==> src/rtl/shock_pulse_emu_if.sv <==
// ADC stream bundle: three twin-sample channel words plus a common valid flag.
interface shock_pulse_emu_if #(
    parameter int ADC_TWIN_DATA_WIDTH = 32
);
    logic [ADC_TWIN_DATA_WIDTH-1:0] adc_data_a;
    logic [ADC_TWIN_DATA_WIDTH-1:0] adc_data_b;
    logic [ADC_TWIN_DATA_WIDTH-1:0] adc_data_c;
    logic                           adc_valid;

    modport master (
        output adc_data_a,
        output adc_data_b,
        output adc_data_c,
        output adc_valid
    );

    modport slave (
        input adc_data_a,
        input adc_data_b,
        input adc_data_c,
        input adc_valid
    );
endinterface

==> src/rtl/shock_pulse_emu.sv <==
// Synthetic shock-tube pulse source: baseline plus rectangular pulses on
// channels A, B, C at programmable delays, optional LFSR dither, saturated.
module shock_pulse_emu #(
    parameter int          C_S_AXI_DATA_WIDTH  = 32,
    parameter int          ADC_DATA_WIDTH      = 16,
    parameter int          ADC_TWIN_DATA_WIDTH = 32,
    parameter logic [15:0] LFSR_SEED           = 16'hACE1
) (
    input  logic                               rxclk,
    input  logic                               resetn,
    input  logic                               emu_enable,
    input  logic                               emu_start,
    input  logic signed [ADC_DATA_WIDTH-1:0]   baseline,
    input  logic signed [ADC_DATA_WIDTH-1:0]   amp_a,
    input  logic signed [ADC_DATA_WIDTH-1:0]   amp_b,
    input  logic signed [ADC_DATA_WIDTH-1:0]   amp_c,
    input  logic [C_S_AXI_DATA_WIDTH-1:0]      delay_ab,
    input  logic [C_S_AXI_DATA_WIDTH-1:0]      delay_bc,
    input  logic [15:0]                        pulse_len,
    input  logic                               noise_en,
    shock_pulse_emu_if.master                  adc,
    output logic                               emu_busy,
    output logic                               emu_done,
    output logic [15:0]                        run_count
);
    localparam int W  = ADC_DATA_WIDTH;
    localparam int SW = ADC_DATA_WIDTH + 2;      // headroom for base+amp+dither
    localparam int TW = C_S_AXI_DATA_WIDTH + 2;  // delay_ab+delay_bc+len never overflows

    typedef enum logic [1:0] {IDLE, RUN, DONE} state_t;

    state_t               state, state_nxt;
    logic                 load, finish;
    logic [TW-1:0]        t, t_end, b_start, b_end, c_start, len_l;
    logic signed [W-1:0]  base_l, amp_a_l, amp_b_l, amp_c_l;
    logic                 noise_l;
    logic [15:0]          lfsr;

    // Clip an extended sum back to W bits; in range iff the top three bits agree.
    function automatic logic signed [W-1:0] sat(input logic signed [SW-1:0] v);
        logic signed [W-1:0] r;
        if ((v[SW-1:W-1] == 3'b000) || (v[SW-1:W-1] == 3'b111))
            r = v[W-1:0];
        else if (v[SW-1])
            r = {1'b1, {(W-1){1'b0}}};
        else
            r = {1'b0, {(W-1){1'b1}}};
        return r;
    endfunction

    // One sample: baseline + optional pulse amplitude + optional 3-bit dither.
    function automatic logic signed [W-1:0] sample(
        input logic signed [W-1:0] base,
        input logic signed [W-1:0] amp,
        input logic                act,
        input logic [2:0]          dith,
        input logic                nz
    );
        logic signed [SW-1:0] sum;
        sum = {{2{base[W-1]}}, base};
        if (act) sum = sum + {{2{amp[W-1]}}, amp};
        if (nz)  sum = sum + {{(SW-3){dith[2]}}, dith};
        return sat(sum);
    endfunction

    // Next state; a dropped enable overrides every other transition.
    always_comb begin
        state_nxt = state;
        load      = 1'b0;
        finish    = 1'b0;
        case (state)
            IDLE: if (emu_start) begin state_nxt = RUN; load = 1'b1; end
            RUN:  if (t == t_end) begin state_nxt = DONE; finish = 1'b1; end
            DONE: if (emu_start) begin state_nxt = RUN; load = 1'b1; end
            default: state_nxt = IDLE;
        endcase
        if (!emu_enable) begin
            state_nxt = IDLE;
            load      = 1'b0;
            finish    = 1'b0;
        end
    end

    // State register, completion strobe and run counter.
    always_ff @(posedge rxclk or negedge resetn) begin
        if (!resetn) begin
            state     <= IDLE;
            emu_done  <= 1'b0;
            run_count <= '0;
        end else begin
            state    <= state_nxt;
            emu_done <= finish;
            if (finish) run_count <= run_count + 16'd1;
        end
    end

    // Latch the run configuration on start and advance the run timer.
    always_ff @(posedge rxclk or negedge resetn) begin
        if (!resetn) begin
            t       <= '0;
            t_end   <= '0;
            b_start <= '0;
            b_end   <= '0;
            c_start <= '0;
            len_l   <= '0;
            base_l  <= '0;
            amp_a_l <= '0;
            amp_b_l <= '0;
            amp_c_l <= '0;
            noise_l <= 1'b0;
        end else if (load) begin
            t       <= '0;
            len_l   <= TW'(pulse_len);
            b_start <= TW'(delay_ab);
            b_end   <= TW'(delay_ab) + TW'(pulse_len);
            c_start <= TW'(delay_ab) + TW'(delay_bc);
            t_end   <= TW'(delay_ab) + TW'(delay_bc) + TW'(pulse_len);
            base_l  <= baseline;
            amp_a_l <= amp_a;
            amp_b_l <= amp_b;
            amp_c_l <= amp_c;
            noise_l <= noise_en;
        end else if (state == RUN) begin
            t <= t + TW'(1);
        end
    end

    logic                in_run, act_a, act_b, act_c, nz;
    logic signed [W-1:0] base_e;

    assign in_run   = (state == RUN);
    assign emu_busy = in_run;
    assign act_a    = in_run && (t < len_l);
    assign act_b    = in_run && (t >= b_start) && (t < b_end);
    assign act_c    = in_run && (t >= c_start) && (t < t_end);
    assign base_e   = in_run ? base_l : baseline;
    assign nz       = in_run ? noise_l : noise_en;

    // Registered output words, valid flag and free-running dither LFSR.
    always_ff @(posedge rxclk or negedge resetn) begin
        if (!resetn) begin
            adc.adc_data_a <= '0;
            adc.adc_data_b <= '0;
            adc.adc_data_c <= '0;
            adc.adc_valid  <= 1'b0;
            lfsr           <= LFSR_SEED;
        end else begin
            adc.adc_data_a <= {sample(base_e, amp_a_l, act_a, lfsr[5:3], nz),
                               sample(base_e, amp_a_l, act_a, lfsr[2:0], nz)};
            adc.adc_data_b <= {sample(base_e, amp_b_l, act_b, lfsr[5:3], nz),
                               sample(base_e, amp_b_l, act_b, lfsr[2:0], nz)};
            adc.adc_data_c <= {sample(base_e, amp_c_l, act_c, lfsr[5:3], nz),
                               sample(base_e, amp_c_l, act_c, lfsr[2:0], nz)};
            adc.adc_valid  <= emu_enable;
            lfsr           <= {lfsr[14:0], lfsr[15] ^ lfsr[13] ^ lfsr[12] ^ lfsr[10]};
        end
    end
endmodule
==> src/flat_wrapper.sv <==
// flat-port wrapper written by rule: the top's interface ports become plain ports
module shock_pulse_emu_flat 
#(
    parameter int          C_S_AXI_DATA_WIDTH  = 32,
    parameter int          ADC_DATA_WIDTH      = 16,
    parameter int          ADC_TWIN_DATA_WIDTH = 32,
    parameter logic [15:0] LFSR_SEED           = 16'hACE1
)
  (rxclk, resetn, emu_enable, emu_start, baseline, amp_a, amp_b, amp_c, delay_ab, delay_bc, pulse_len, noise_en, emu_busy, emu_done, run_count, adc_adc_data_a, adc_adc_data_b, adc_adc_data_c, adc_adc_valid);
  shock_pulse_emu_if #(.ADC_TWIN_DATA_WIDTH(ADC_TWIN_DATA_WIDTH)) adc_i ();
  input  logic rxclk;
  input  logic resetn;
  input  logic emu_enable;
  input  logic emu_start;
  input  logic signed [ADC_DATA_WIDTH-1:0] baseline;
  input  logic signed [ADC_DATA_WIDTH-1:0] amp_a;
  input  logic signed [ADC_DATA_WIDTH-1:0] amp_b;
  input  logic signed [ADC_DATA_WIDTH-1:0] amp_c;
  input  logic [C_S_AXI_DATA_WIDTH-1:0] delay_ab;
  input  logic [C_S_AXI_DATA_WIDTH-1:0] delay_bc;
  input  logic [15:0] pulse_len;
  input  logic noise_en;
  output logic emu_busy;
  output logic emu_done;
  output logic [15:0] run_count;
  output wire logic [$bits(adc_i.adc_data_a)-1:0] adc_adc_data_a;
  output wire logic [$bits(adc_i.adc_data_b)-1:0] adc_adc_data_b;
  output wire logic [$bits(adc_i.adc_data_c)-1:0] adc_adc_data_c;
  output wire logic [$bits(adc_i.adc_valid)-1:0] adc_adc_valid;
  assign adc_adc_data_a = adc_i.adc_data_a;
  assign adc_adc_data_b = adc_i.adc_data_b;
  assign adc_adc_data_c = adc_i.adc_data_c;
  assign adc_adc_valid = adc_i.adc_valid;
  shock_pulse_emu #(.C_S_AXI_DATA_WIDTH(C_S_AXI_DATA_WIDTH), .ADC_DATA_WIDTH(ADC_DATA_WIDTH), .ADC_TWIN_DATA_WIDTH(ADC_TWIN_DATA_WIDTH), .LFSR_SEED(LFSR_SEED)) u_core (.rxclk(rxclk), .resetn(resetn), .emu_enable(emu_enable), .emu_start(emu_start), .baseline(baseline), .amp_a(amp_a), .amp_b(amp_b), .amp_c(amp_c), .delay_ab(delay_ab), .delay_bc(delay_bc), .pulse_len(pulse_len), .noise_en(noise_en), .adc(adc_i), .emu_busy(emu_busy), .emu_done(emu_done), .run_count(run_count));
endmodule
==> config.mk <==
export PLATFORM = sky130hd
export DESIGN_NAME = shock_pulse_emu_flat
export DESIGN_NICKNAME = d
export VERILOG_FILES = /design/src/rtl/shock_pulse_emu_if.sv /design/src/rtl/shock_pulse_emu.sv /design/src/flat_wrapper.sv
export SDC_FILE = /design/constraint.sdc
export NUM_CORES = 1
export LEC_CHECK = 0
export ABC_AREA = 0
export CAP_MARGIN = 15
export CORE_MARGIN = 5
export CORE_UTILIZATION = 60
export DETAILED_ROUTE_END_ITERATION = 8
export PLACE_DENSITY = 0.81
export SLEW_MARGIN = 20
export SYNTH_ARGS = -nofsm -noshare
export SYNTH_HDL_FRONTEND = slang
export SYNTH_SLANG_ARGS = --single-unit
==> constraint.sdc <==
create_clock -name rxclk -period 6.7 [get_ports rxclk]
set_input_delay 1.34 -clock rxclk [delete_from_list [all_inputs] [get_ports rxclk]]
set_output_delay 1.34 -clock rxclk [all_outputs]
set_load 0.05 [all_outputs]
Word-level counts from Yosys, hierarchy flattened. Cells that the tools add are included.

Bits in registers: 381. Bits of input ports: 149. Logic and storage cells: 108.

Add/sub/neg operators: 14. Magnitude comparators: 5. Eq/ne operators: 11. Muxes and demuxes: 35. Bitwise gates (word level): 3. Reductions and logical operators: 21.

Operator list (count): 16-bit two-way mux (13); 18-bit two-way mux (9); 18-bit adder (6); 34-bit less-than comparator (2); 34-bit two-way mux (2); 16-bit by 16-bit adder with 17-bit output (3); 34-bit by 1-bit adder with 34-bit output (second input constant) (1); 34-bit by 16-bit adder with 34-bit output (1); 34-bit equality test (1); 34-bit by 32-bit greater-or-equal comparator with 1-bit output (1); 34-bit greater-or-equal comparator (1); 34-bit by 16-bit less-than comparator with 1-bit output (1); 32-bit by 16-bit adder with 33-bit output (1); 32-bit by 32-bit adder with 33-bit output (1); 3-bit equality test (second input constant) (6); 3-bit logical NOT (6); 16-bit by 1-bit adder with 16-bit output (second input constant) (1); 1-bit two-way mux (7); 1-bit logical OR (6); 2-bit two-way mux (3); 1-bit logical AND (5); 2-bit one-hot mux with 2 select lines (1); 3-bit by 2-bit != test with 1-bit output (second input constant) (1); 3-bit != test (second input constant) (1); other kinds (7) (9).

Depth between registers and ports, before layout.
Depth in word-level cells: 9. Gate-level depth with buffers: 29. Gate-level depth less buffers: 25.

Worst setup path before layout. OpenSTA, ideal clock, no wires.

Path kind: register to register. Start point: register u_core.state[1]. End point: register u_core.adc.adc_data_a[13]. Setup time: 0.130 ns. Arrival time: 6.242 ns. Setup slack: 0.328 ns. Stages on the path, launching flop included: 27. Period minus slack after synthesis: 6.372 ns. Path through: dfrtp_1 -> nand2b_1 -> buf_2 -> clkinv_1 -> buf_1 -> clkbuf_1 -> mux2i_1 -> inv_1 -> ha_1 -> or3_1 -> a21o_1 -> a21oi_1 -> o21bai_1 -> a21oi_1 -> xor2_1 -> mux2i_1 -> ha_1 -> nand3_1 -> or3_1 -> a211oi_1 -> o211ai_1 -> and4_1 -> nor2_1 -> or3b_2 -> nand2b_1 -> buf_2 -> o21ai_0.

Longest elaborated chain between the ends: 9.

RTL lines: start, declared (line shock_pulse_emu.sv:32) `state_t state, state_nxt;`; start signal, assigned (line shock_pulse_emu.sv:91) `state <= state_nxt;`; 2-bit by 1-bit equality test with 1-bit output * (line shock_pulse_emu.sv:131) `assign in_run = (state == RUN);`; net emu_busy (line flat_wrapper.sv:23) `output logic emu_busy;`; 16-bit two-way mux (line shock_pulse_emu.sv:136) `assign base_e = in_run ? base_l : baseline;`; 16-bit by 16-bit adder with 17-bit output (line shock_pulse_emu.sv:61) `if (act) sum = sum + {{2{amp[W-1]}}, amp};`; 18-bit two-way mux (line shock_pulse_emu.sv:61); 18-bit adder (line shock_pulse_emu.sv:62) `if (nz) sum = sum + {{(SW-3){dith[2]}}, dith};`; 18-bit two-way mux * (line shock_pulse_emu.sv:62); 3-bit equality test / 3-bit logical NOT (equally long branches) (line shock_pulse_emu.sv:42) `if ((v[SW-1:W-1] == 3'b000) || (v[SW-1:W-1] == 3'b111))`; 1-bit logical OR (line shock_pulse_emu.sv:42); 16-bit two-way mux * (line shock_pulse_emu.sv:42); end signal, assigned (line shock_pulse_emu.sv:148) `adc.adc_data_a <= {sample(base_e, amp_a_l, act_a, lfsr[5:3], nz),`; end, declared (line shock_pulse_emu_if.sv:11) `output adc_data_a,`.

Mark *: on every way through the listed nets, which the timed path passes. The rest lies on a longest branch. A chain may end at the register's enable or synchronous reset.

Final worst setup path.
Start point: register u_core.t[22]. End point: register u_core.adc.adc_data_c[6].

Longest elaborated chain between the ends: 9.

RTL lines: start, declared (line shock_pulse_emu.sv:34) `logic [TW-1:0] t, t_end, b_start, b_end, c_start, len_l;`; start signal, assigned (line shock_pulse_emu.sv:124) `t <= t + TW'(1);`; 34-bit greater-or-equal comparator (line shock_pulse_emu.sv:135) `assign act_c = in_run && (t >= c_start) && (t < t_end);`; 1-bit logical AND (line shock_pulse_emu.sv:135); 1-bit logical AND * (line shock_pulse_emu.sv:135); 18-bit two-way mux * (line shock_pulse_emu.sv:61); 18-bit adder (line shock_pulse_emu.sv:62); 18-bit two-way mux * (line shock_pulse_emu.sv:62); 3-bit equality test / 3-bit logical NOT (equally long branches) (line shock_pulse_emu.sv:42); 1-bit logical OR (line shock_pulse_emu.sv:42); 16-bit two-way mux * (line shock_pulse_emu.sv:42); end signal, assigned (line shock_pulse_emu.sv:152) `adc.adc_data_c <= {sample(base_e, amp_c_l, act_c, lfsr[5:3], nz),`; end, declared (line shock_pulse_emu_if.sv:13) `output adc_data_c,`.

Every way passes the cells marked *; elsewhere a longest branch is shown, timed or not.

==> results.txt <==
status: completed
CP Capture Type: register
fin crit share: 0.939
H-tree depth: 2
core area: 47,800 um2
grt ovf: 0
mean area per synthesized cell: 8.48 um2
root buf cell: clkbuf_16
cell mode on critical path: o21ai_0
sw frac: 0.414
Pint: 6.01 mW
CP Max Fanout: 15
Syn Nets: 3,955
worst vdd ir: 0.195 mV
Post-Syn Area: 29,100 um2
Post-synth EDFFs: 0
die footprint: 53,000 um2
Pwr Density: 298 nW/um2
Filler cells: 3,749
fraction of layout cells with a size suffix above 1: 0.0639
CTS sink cnt: 379
CP Class: reg -> reg
initial antenna violation count: 3
drt first pass iters: 5
num rows: 80
die span in y: 230 um
sequential share of the synthesized area: 0.326
Pins Over Slew Limit: 0
clock latency on the worst-skew pair: 0.58 ns
Fin Setup TNS: 0 ns
register bit count reported by yosys: 379
Hold Crit Class: reg -> reg
Synth Instances: 3,432
fin crit period: 6.29 ns
Buf+Inv Stages, Crit Path: 2
worst endpoint required time: 7.14 ns
number of diodes: 0
crit start category: register
Reg power frac: 0.302
Final #Nets: 4,261
Cell variety after synth: 91
CTS clock-pin slew for the worst setup and hold paths: 0.06 ns
Switch Pwr: 4.25 mW
Least-Margin Pin Slew: 1.11 ns
Die Span X: 230 um
CTS tree: done
largest net degree at the start of global routing: 113
Starting Density: 0.608
Clk pwr share: 0.245
fmax: 159 MHz
synth warn: 0
Comb pwr share: 0.453
delay-heaviest family, CP: compound AO/OA/AOI/OAI gates
asr flop ratio synth: 1.00
post-route clock skew: 0.0168 ns
RSZ-0062 raised after global routing: false
io pins: 264
vias in the first global route: 25,300
top_reg_cell synth: dfrtp_1
initial drt markers: 2,765
layout overhead on the synthesized area: 18.4%
Lkg Pwr: 16.7 nW
Overall Global Routing Usage: 0.316
CP Cell Sequence: ha_1, nand4_1, nor2_1, a2111oi_0, a221oi_1, a2111oi_0, a31oi_2, buf_4, mux2_2, ha_1, fa_1, a211oi_1, o21ai_0, o211ai_1, nand3_1, a221oi_1, o21ai_0, xor2_1, or3_4, a21oi_4, buf_12, o21ai_0
Max clock buf depth: 3
dpl cell area: 32,900 um2
final RePlAce weighted congestion: 1.01
Routed Antenna Nets: 0
critical path's slowest cell: dfrtp_1
Finish-stage setup viols: 0
slowest cell delay on critical path: 0.60 ns
number of max-cap violations: 0
number of remaining DRC errors: 0
Core Util, Final: 0.720
CTS buffer count: 44
post-DR vias/cell: 6.04
input/output buffers: 263
first-pass GRT wire length: 137 mm
Rel. slew slack: 0.263
via count: 26,500
drt wl/cell: 19.5 um
Hold Fails Final Rpt: 0
crit path DAT: 6.74 ns
post-route cell area: 34,400 um2
Hold Buf Count CTS: 0
WL final: 85.6 mm
HPWL Detailed: 65.7 mm
[synthesized netlist by cell type (all sizes together) (9+ instances only)]
master	count	area, um2
dfrtp	371	9280
and4	9	78.8
nand3	67	335
mux2i	45	450
a21oi	250	1260
nor2	195	732
buf	21	114
a21boi	23	173
a211oi	35	285
o211ai	17	128
or3	25	161
nand2	543	2040
or2	14	87.6
xor2	96	841
o21bai	21	158
nor4	11	90.1
o21a	32	240
fa	12	240
nand2b	26	163
inv	237	890
a2111oi	19	211
o22ai	14	87.6
ha	362	4530
xnor2	132	1160
a21o	120	901
nand4	47	294
and3	30	188
a211o	11	96.3
o21ai	325	1640
a31oi	43	269
and2	32	203
nor3	42	215
clkbuf	77	292
nor2b	21	131
[area by class of cell]
class | count | area, um2 | share of cell area
Inverter | 238 | 897 | 0.0260
Timing Repair Buffer | 358 | 3410 | 0.0991
Clock buffer | 62 | 1290 | 0.0374
Tap cell | 615 | 769 | 0.0223
Multi-Input combinational cell | 2717 | 18400 | 0.533
Sequential cell | 379 | 9490 | 0.276
Clock inverter | 17 | 220 | 0.00639
[through the flow]
| stage | hold WS, ns | cells | setup slack, ns | power [mW] |
|---|---|---|---|---|
| 2_1_floorplan | 0.331 | 3432 | 0.328 | 6.13 |
| 3_3_place_gp | 0.334 | 4306 | 0.204 | 7.60 |
| 3_5_place_dp | 0.338 | 4306 | -0.0211 | 7.68 |
| 4_1_cts | 0.353 | 4385 | 0.429 | 10.2 |
| 5_1_grt | 0.360 | 4386 | 0.0222 | 10.8 |
| 6_report | 0.351 | 4386 | 0.406 | 10.3 |
[per-layer routing]
metal / wire length [um] / up-vias / share of wire / track usage
li1: - / 12700 / - / -
met1: 38500 / 12500 / 0.45 / 0.464
met2: 37500 / 1076 / 0.44 / 0.493
met3: 7430 / 148 / 0.087 / 0.0539
met4: 2110 / 6 / 0.025 / 0.0747
met5: 43 / - / 0.00050 / 0
[power groups by stage]
stage	Sequential, mW	Combinational, mW	Clock [mW]
6_report	3.10	4.65	2.52
5_1_grt	3.14	5.06	2.63
4_1_cts	3.09	4.59	2.54
3_5_place_dp	3.13	4.56	0
3_3_place_gp	3.12	4.48	0
2_1_floorplan	3.82	2.31	0
[cell families (layout without fill, tap and decap cells)]
| group | Yosys count | count (layout) | synth area share |
|---|---|---|---|
| multiplexers | 52 | 52 | 0.0182 |
| buffers and inverters | 336 | 675 | 0.0446 |
| XOR/XNOR | 228 | 228 | 0.0686 |
| flip-flops | 379 | 379 | 0.326 |
| AND/OR/NAND/NOR | 1085 | 1085 | 0.169 |
| AO/OA/AOI/OAI | 978 | 978 | 0.210 |
| adder cells (fa/ha/maj) | 374 | 374 | 0.164 |
[registers in the layout, indices dropped and copies added, names as in the netlist, 32 cells and up]
| signal | count |
|---|---|
| u_core.b_end | 33 |
| u_core.t_end | 34 |
| u_core.b_start | 32 |
| u_core.adc.adc_data_a | 32 |
| u_core.t | 34 |
| u_core.adc.adc_data_c | 32 |
| u_core.c_start | 33 |
| u_core.adc.adc_data_b | 32 |
[path summary, 6_finish.rpt]
path	start	endpoint	slack, ns	depth (start not counted)
setup reg to reg	u_core.t[22]	u_core.adc.adc_data_c[6]	0.41	22
hold reg to reg	u_core.lfsr[9]	u_core.lfsr[10]	0.35	0
setup / recovery	u_core.t[22]	u_core.adc.adc_data_c[6]	0.41	22
hold / removal	u_core.lfsr[9]	u_core.lfsr[10]	0.35	0
min in group asynchronous	resetn	u_core.b_start[20]	0.83	1
max in group asynchronous	resetn	u_core.t[26]	4.38	2
[repair_timing]
action	in CTS	in global routing
resized for setup	0	5
setup endpoints to repair	0	54
buffers inserted	0	1
[placed cells by master (no fill, tap or decap), drive strengths merged, types with 9 or more instances in the layout]
cell	n
a211oi	35
a2111oi	19
xnor2	132
o211ai	17
xor2	96
a21boi	23
clkdlybuf4s50	262
buf	96
nand2	543
nor2b	21
nand3	67
clkbuf	62
nor2	195
and3	30
inv	241
fa	12
or3	25
o21bai	21
a211o	11
o22ai	14
nor4	11
nand2b	26
o21ai	325
dfrtp	371
and2	32
or2	14
o21a	32
a31oi	43
ha	362
a21oi	250
mux2i	45
nand4	47
nor3	42
and4	9
a21o	120
(Power assumes the default switching activity.)
